$ cat config.mk
export PLATFORM = sky130hd
export DESIGN_NAME = cpu_control_sequencer
export DESIGN_NICKNAME = d
export VERILOG_FILES = /design/src/rtl/cpu_control_sequencer.sv
export SDC_FILE = /design/constraint.sdc
export NUM_CORES = 1
export LEC_CHECK = 0
export BUFFER_PORTS_ARGS = -buffer_cell sky130_fd_sc_hd__clkbuf_2
export CAP_MARGIN = 20
export CORE_UTILIZATION = 44
export DETAILED_ROUTE_END_ITERATION = 7
export PLACE_DENSITY = 0.89
export SLEW_MARGIN = 10
export SYNTH_ARGS = -nofsm -noshare
export SYNTH_HDL_FRONTEND = slang
export SYNTH_SLANG_ARGS = --single-unit
$ cat constraint.sdc
create_clock -name clk -period 1.9 [get_ports clk]
set_clock_uncertainty 0.2 [all_clocks]
set_input_delay 0.475 -clock clk [delete_from_list [all_inputs] [get_ports clk]]
set_output_delay 0.475 -clock clk [all_outputs]
set_load 0.005 [all_outputs]
$ cat src/rtl/cpu_control_sequencer.sv
// Multi-cycle fetch/decode/execute sequencer for a 16-bit accumulator machine.
// Owns PC/IR/MBR/AC and drives a sync-read main memory port plus an external ALU.
module cpu_control_sequencer #(
  parameter int                ADDR_W   = 14,
  parameter logic [ADDR_W-1:0] RESET_PC = '0
) (
  input  logic              clk,
  input  logic              reset,
  input  logic              start,
  output logic [15:0]       mem_addr,
  output logic [15:0]       mem_wdata,
  output logic              mem_we,
  input  logic [15:0]       mem_rdata,
  output logic [3:0]        alu_opcode,
  output logic [15:0]       alu_a,
  output logic [15:0]       alu_b,
  input  logic [15:0]       alu_result,
  output logic [ADDR_W-1:0] pc,
  output logic [15:0]       ac,
  output logic [15:0]       ir,
  output logic              halted,
  output logic              illegal_op
);

  typedef enum logic [3:0] {
    S_IDLE,
    S_FETCH,
    S_FWAIT,
    S_DECODE,
    S_READ,
    S_RWAIT,
    S_EXEC,
    S_WRITE,
    S_HALTED
  } state_t;

  localparam logic [3:0] OP_HALT  = 4'h0;
  localparam logic [3:0] OP_LOAD  = 4'h1;
  localparam logic [3:0] OP_STORE = 4'h2;
  localparam logic [3:0] OP_ALUM  = 4'h3;
  localparam logic [3:0] OP_JUMP  = 4'h4;
  localparam logic [3:0] OP_JZ    = 4'h5;
  localparam logic [3:0] OP_LOADI = 4'h6;

  state_t              state_reg, state_next;
  logic [ADDR_W-1:0]   pc_reg, pc_next;
  logic [15:0]         ir_reg, ir_next;
  logic [15:0]         ac_reg, ac_next;
  logic [15:0]         mbr_reg, mbr_next;
  logic                mem_we_raw;

  logic [3:0]          opcode;
  logic [ADDR_W-1:0]   a12_addr;
  logic [15:0]         pc_ext;
  logic [15:0]         a12_ext;

  assign opcode = ir_reg[15:12];

  // a12 is zero-extended or truncated to the PC width, so JUMP targets wrap.
  genvar gi;
  generate
    for (gi = 0; gi < ADDR_W; gi++) begin : g_a12
      if (gi < 12) begin : g_bit
        assign a12_addr[gi] = ir_reg[gi];
      end else begin : g_zero
        assign a12_addr[gi] = 1'b0;
      end
    end

    for (gi = 0; gi < 16; gi++) begin : g_ext
      if (gi < ADDR_W) begin : g_bit
        assign pc_ext[gi]  = pc_reg[gi];
        assign a12_ext[gi] = a12_addr[gi];
      end else begin : g_zero
        assign pc_ext[gi]  = 1'b0;
        assign a12_ext[gi] = 1'b0;
      end
    end
  endgenerate

  always_ff @(posedge clk) begin
    if (reset) begin
      state_reg <= S_IDLE;
      pc_reg    <= RESET_PC;
      ir_reg    <= '0;
      ac_reg    <= '0;
      mbr_reg   <= '0;
    end else begin
      state_reg <= state_next;
      pc_reg    <= pc_next;
      ir_reg    <= ir_next;
      ac_reg    <= ac_next;
      mbr_reg   <= mbr_next;
    end
  end

  always_comb begin
    state_next = state_reg;
    pc_next    = pc_reg;
    ir_next    = ir_reg;
    ac_next    = ac_reg;
    mbr_next   = mbr_reg;
    mem_addr   = pc_ext;
    mem_we_raw = 1'b0;
    halted     = 1'b0;
    illegal_op = 1'b0;

    case (state_reg)
      S_IDLE: begin
        if (start) state_next = S_FETCH;
      end
      S_FETCH: begin
        state_next = S_FWAIT;
      end
      S_FWAIT: begin
        ir_next    = mem_rdata;
        pc_next    = pc_reg + ADDR_W'(1);
        state_next = S_DECODE;
      end
      S_DECODE: begin
        state_next = S_FETCH;
        case (opcode)
          OP_HALT:  state_next = S_HALTED;
          OP_LOAD:  state_next = S_READ;
          OP_ALUM:  state_next = S_READ;
          OP_STORE: state_next = S_WRITE;
          OP_JUMP:  pc_next = a12_addr;
          OP_JZ: begin
            if (ac_reg == 16'h0000) pc_next = a12_addr;
          end
          OP_LOADI: ac_next = {4'b0000, ir_reg[11:0]};
          default:  illegal_op = 1'b1;
        endcase
      end
      S_READ: begin
        mem_addr   = (opcode == OP_LOAD) ? a12_ext : {8'h00, ir_reg[7:0]};
        state_next = S_RWAIT;
      end
      S_RWAIT: begin
        mbr_next   = mem_rdata;
        state_next = S_EXEC;
      end
      S_EXEC: begin
        ac_next    = (opcode == OP_LOAD) ? mbr_reg : alu_result;
        state_next = S_FETCH;
      end
      S_WRITE: begin
        mem_addr   = a12_ext;
        mem_we_raw = 1'b1;
        state_next = S_FETCH;
      end
      S_HALTED: begin
        halted = 1'b1;
        if (start) state_next = S_FETCH;
      end
      default: state_next = S_IDLE;
    endcase
  end

  // Gating with reset keeps a store from landing on the reset edge.
  assign mem_we     = mem_we_raw & ~reset;
  assign mem_wdata  = ac_reg;
  assign alu_opcode = ir_reg[11:8];
  assign alu_a      = ac_reg;
  assign alu_b      = mbr_reg;
  assign pc         = pc_reg;
  assign ac         = ac_reg;
  assign ir         = ir_reg;

endmodule

==> out/results.txt <==
Worst EP required - 1.22 ns
most common cell after layout, fill and taps aside - clkbuf_2
TritonCTS clock tree - built
crit start category - flip-flop
Final Hold Viols - 0
Layout area overhead - 53.3%
Switching Share - 27.3%
sw power - 0.981 mW
CTS Buf Count - 9
die height - 92.6 µm
fmax - 445 MHz
slowest stage delay, CP - 0.38 ns
Die ar. - 8580 µm²
simple-gate share of the synthesized area - 23.3%
EDFF count, synth - 0
die width - 92.6 µm
VDD IR max - 0.458 mV
dpl cells - 687
post-DR wirelength/cell - 17.8 µm
final worst slack - -0.349 ns
Post-Synth Adder-Cell Area - 0.346%
r2r worst-path depth - 9
unrepaired setup endpoints after global routing - yes
mean post-synth cell area - 7.86 µm²
async set-reset flop share out of synthesis - 0%
sum of buffers and inverters on the critical path - 2
Worst Hold Launch - mem_rdata[6]
critical path class - flip-flop to primary output
post-synthesis compound-gate area fraction - 19.6%
routed vias/inst - 5.75
first-pass GRT wire length - 17.7 mm
clk root buf - clkbuf_8
Crit path max-delay family - simple AND/OR/NAND/NOR gates
slowest CP cell - dfxtp_4
global route total overflow - 0
part of the Yosys area used for sequential elements - 36.6%
drt pass-1 iters - 5
most frequent cells in the layout - 146 x clkbuf_2, 76 x nand2_1, 58 x dfxtp_1
Clk network pwr share - 40.8%
largest net degree at the start of global routing - 68
xor and xnor area share after synthesis - 0.242%
max_cap viols - 0
clk buf depth - 2
Reg-to-Reg Start - state_reg[1]$_SDFFE_PP0P_
Critical Path, Cell by Cell - nor2b_4, nand2_4, buf_4, nor2_4, a22o_1, clkbuf_2
antenna viol nets, final - 0
reg-to-reg critical path endpoint - ac[10]$_SDFFE_PP0P_
failing checks - negative setup slack
#FFs+latches synth - 66
WHS Path Cells - 3
Pleak - 2.36 nW
Port-buffer cells - 149
CP Capture Type - primary output
worst-case hold path end point - ir[6]$_SDFFE_PP0P_
FP Rows - 32
Initial Util - 46.0%
Reg power frac - 41.2%
Nets - 667
Netlist cell types - 49
P per Cell Area - 649 nW/µm²
Post-Synthesis Cells - 460
total wire length - 13.1 mm
ys flop type - dfxtp_1
worst min-delay path category - input pin to flip-flop
initial antenna violation count - 0
Antenna diodes - 0
vias in the first global route - 3570
htree depth - 3
Clk pin slew, worst setup/hold paths - 0.08 ns
share of cells above drive strength 1 - 52.0%
core area - 7850 µm²
CP Data Arrival Time - 1.57 ns
Iter 0 DRT Violations - 404
Final Cycle Share - 118%
Final HPWL DP - 7.66 mm
R2R Setup Slk - -0.21 ns
insertion delay to the later sink of the worst-skew pair - 0.35 ns
Tot GR Track Use - 26.6%
cell area after synthesis - 3610 µm²
vias - 4246
Fillers - 590
DRC Markers - 0
Final Slew Violations - 0
outcome - finished with violations
Tmin final - 2.25 ns
Critical Path Fanout Max - 5
largest family of logic cells by synthesized area - simple AND/OR/NAND/NOR gates
I/O pins - 152
YS warnings - 0
Post-Layout Cell Count - 738
Final Cell Area - 5540 µm²
internal power - 2.61 mW
CTS Sinks - 66
# setup viols final - 54
multiplexer area fraction after synthesis - 7.06%
Comb pwr share - 18.1%
final RePlAce weighted congestion - 0.894
DP Area - 4510 µm²
-- stage by stage --
step           setup TNS (ns)  hold slack (ns)  utilization [%]  total power, mW  worst slack [ns]
5_1_grt                -11.81            0.157             70.6             3.70            -0.393
6_report                -8.80            0.153             70.6             3.59            -0.349
2_1_floorplan          -0.462            0.262                -             1.76           -0.0605
3_5_place_dp            -1.04            0.267             57.5             1.92           -0.0879
3_3_place_gp          -0.0871            0.263             57.5             1.91           -0.0172
4_1_cts                 -5.42            0.148             64.5             3.46            -0.320
-- routing by layer --
| layer | vias up | track usage, % | share of wire (%) |
|---|---|---|---|
| met5 | - | 0 | 0 |
| met4 | 0 | 14.1 | 3.5 |
| met3 | 54 | 4.19 | 7.4 |
| met2 | 260 | 44.3 | 50 |
| met1 | 2010 | 32.9 | 39 |
| li1 | 1922 | - | - |
-- synthesized netlist by cell type (all sizes together) (2+ instances only) --
cell type	n	area [µm²]
o32a	2	20.0
nor4	6	52.6
and4bb	2	25.0
and3	2	12.5
a21oi	66	330
inv	3	11.3
or3	3	18.8
dfxtp	66	1320
o32ai	3	26.3
buf	53	389
nand4	2	12.5
nand3	6	30.0
mux2i	12	120
a22oi	4	30.0
nand2b	5	31.3
clkbuf	17	63.8
nor3	6	30.0
nand2	85	327
nor3b	2	15.0
nor2	47	176
o21ai	8	40.0
a31oi	5	37.5
mux2	12	135
a22o	6	52.6
and2	3	18.8
nor2b	4	25.0
and4	2	17.5
a211oi	13	97.6
-- repair_timing --
| item | in CTS | in global routing |
|---|---|---|
| resized for setup | 46 | 58 |
| setup endpoints to repair | 30 | 63 |
| hold buffers | 0 | 0 |
| pin swaps | 42 | 35 |
| buffers inserted | 13 | 14 |
| cloned | 2 | 7 |
-- worst max path at each step --
stage,start,endpoint,slack [ns],cells past startpoint
finish,state_reg[2]$_SDFFE_PP0P_,mem_addr[8],-0.35,6
global route,state_reg[2]$_SDFFE_PP0P_,mem_addr[8],-0.39,6
CTS,state_reg[1]$_SDFFE_PP0P_,mem_addr[1],-0.32,5
detailed placement,state_reg[1]$_SDFFE_PP0P_,pc[11]$_SDFFE_PP0P_,-0.09,6
global placement,state_reg[1]$_SDFFE_PP0P_,pc[2]$_SDFFE_PP0P_,-0.02,6
floorplan,ir[15]$_SDFFE_PP0P_,mem_addr[10],-0.06,6
-- worst min-delay path, cell delays in order --
cell and delay (ns):
clkbuf_2 0.09, nand2_1 0.05, a21oi_1 0.05
-- power by group through the flow --
stage / clock, mW / sequential [mW] / combinational [mW]
after floorplan: 0 / 1.49 / 0.271
after global placement: 0 / 1.50 / 0.406
after detailed placement: 0 / 1.50 / 0.419
after CTS: 1.46 / 1.47 / 0.524
after global routing: 1.53 / 1.48 / 0.687
final: 1.46 / 1.48 / 0.650
-- kinds of logic (layout without fill, tap and decap cells) --
group	count (synthesis)	in the layout
AND/OR/NAND/NOR	180	180
AO/OA/AOI/OAI	114	116
buffers and inverters	73	246
flip-flops	66	66
multiplexers	24	24
adder cells (fa/ha/maj)	1	1
other	1	2
XOR/XNOR	1	1
-- cell type report --
type	count	area, µm²	share of cell area, %
flip-flops and latches	66	1340	24.3
multi-input cells	324	2230	40.3
inverters	3	11.3	0.203
repair buffers	227	1580	28.6
clock inverters	6	114	2.06
clock buffers	10	128	2.30
well taps	102	128	2.30
Power figures use the tool's default switching activity.
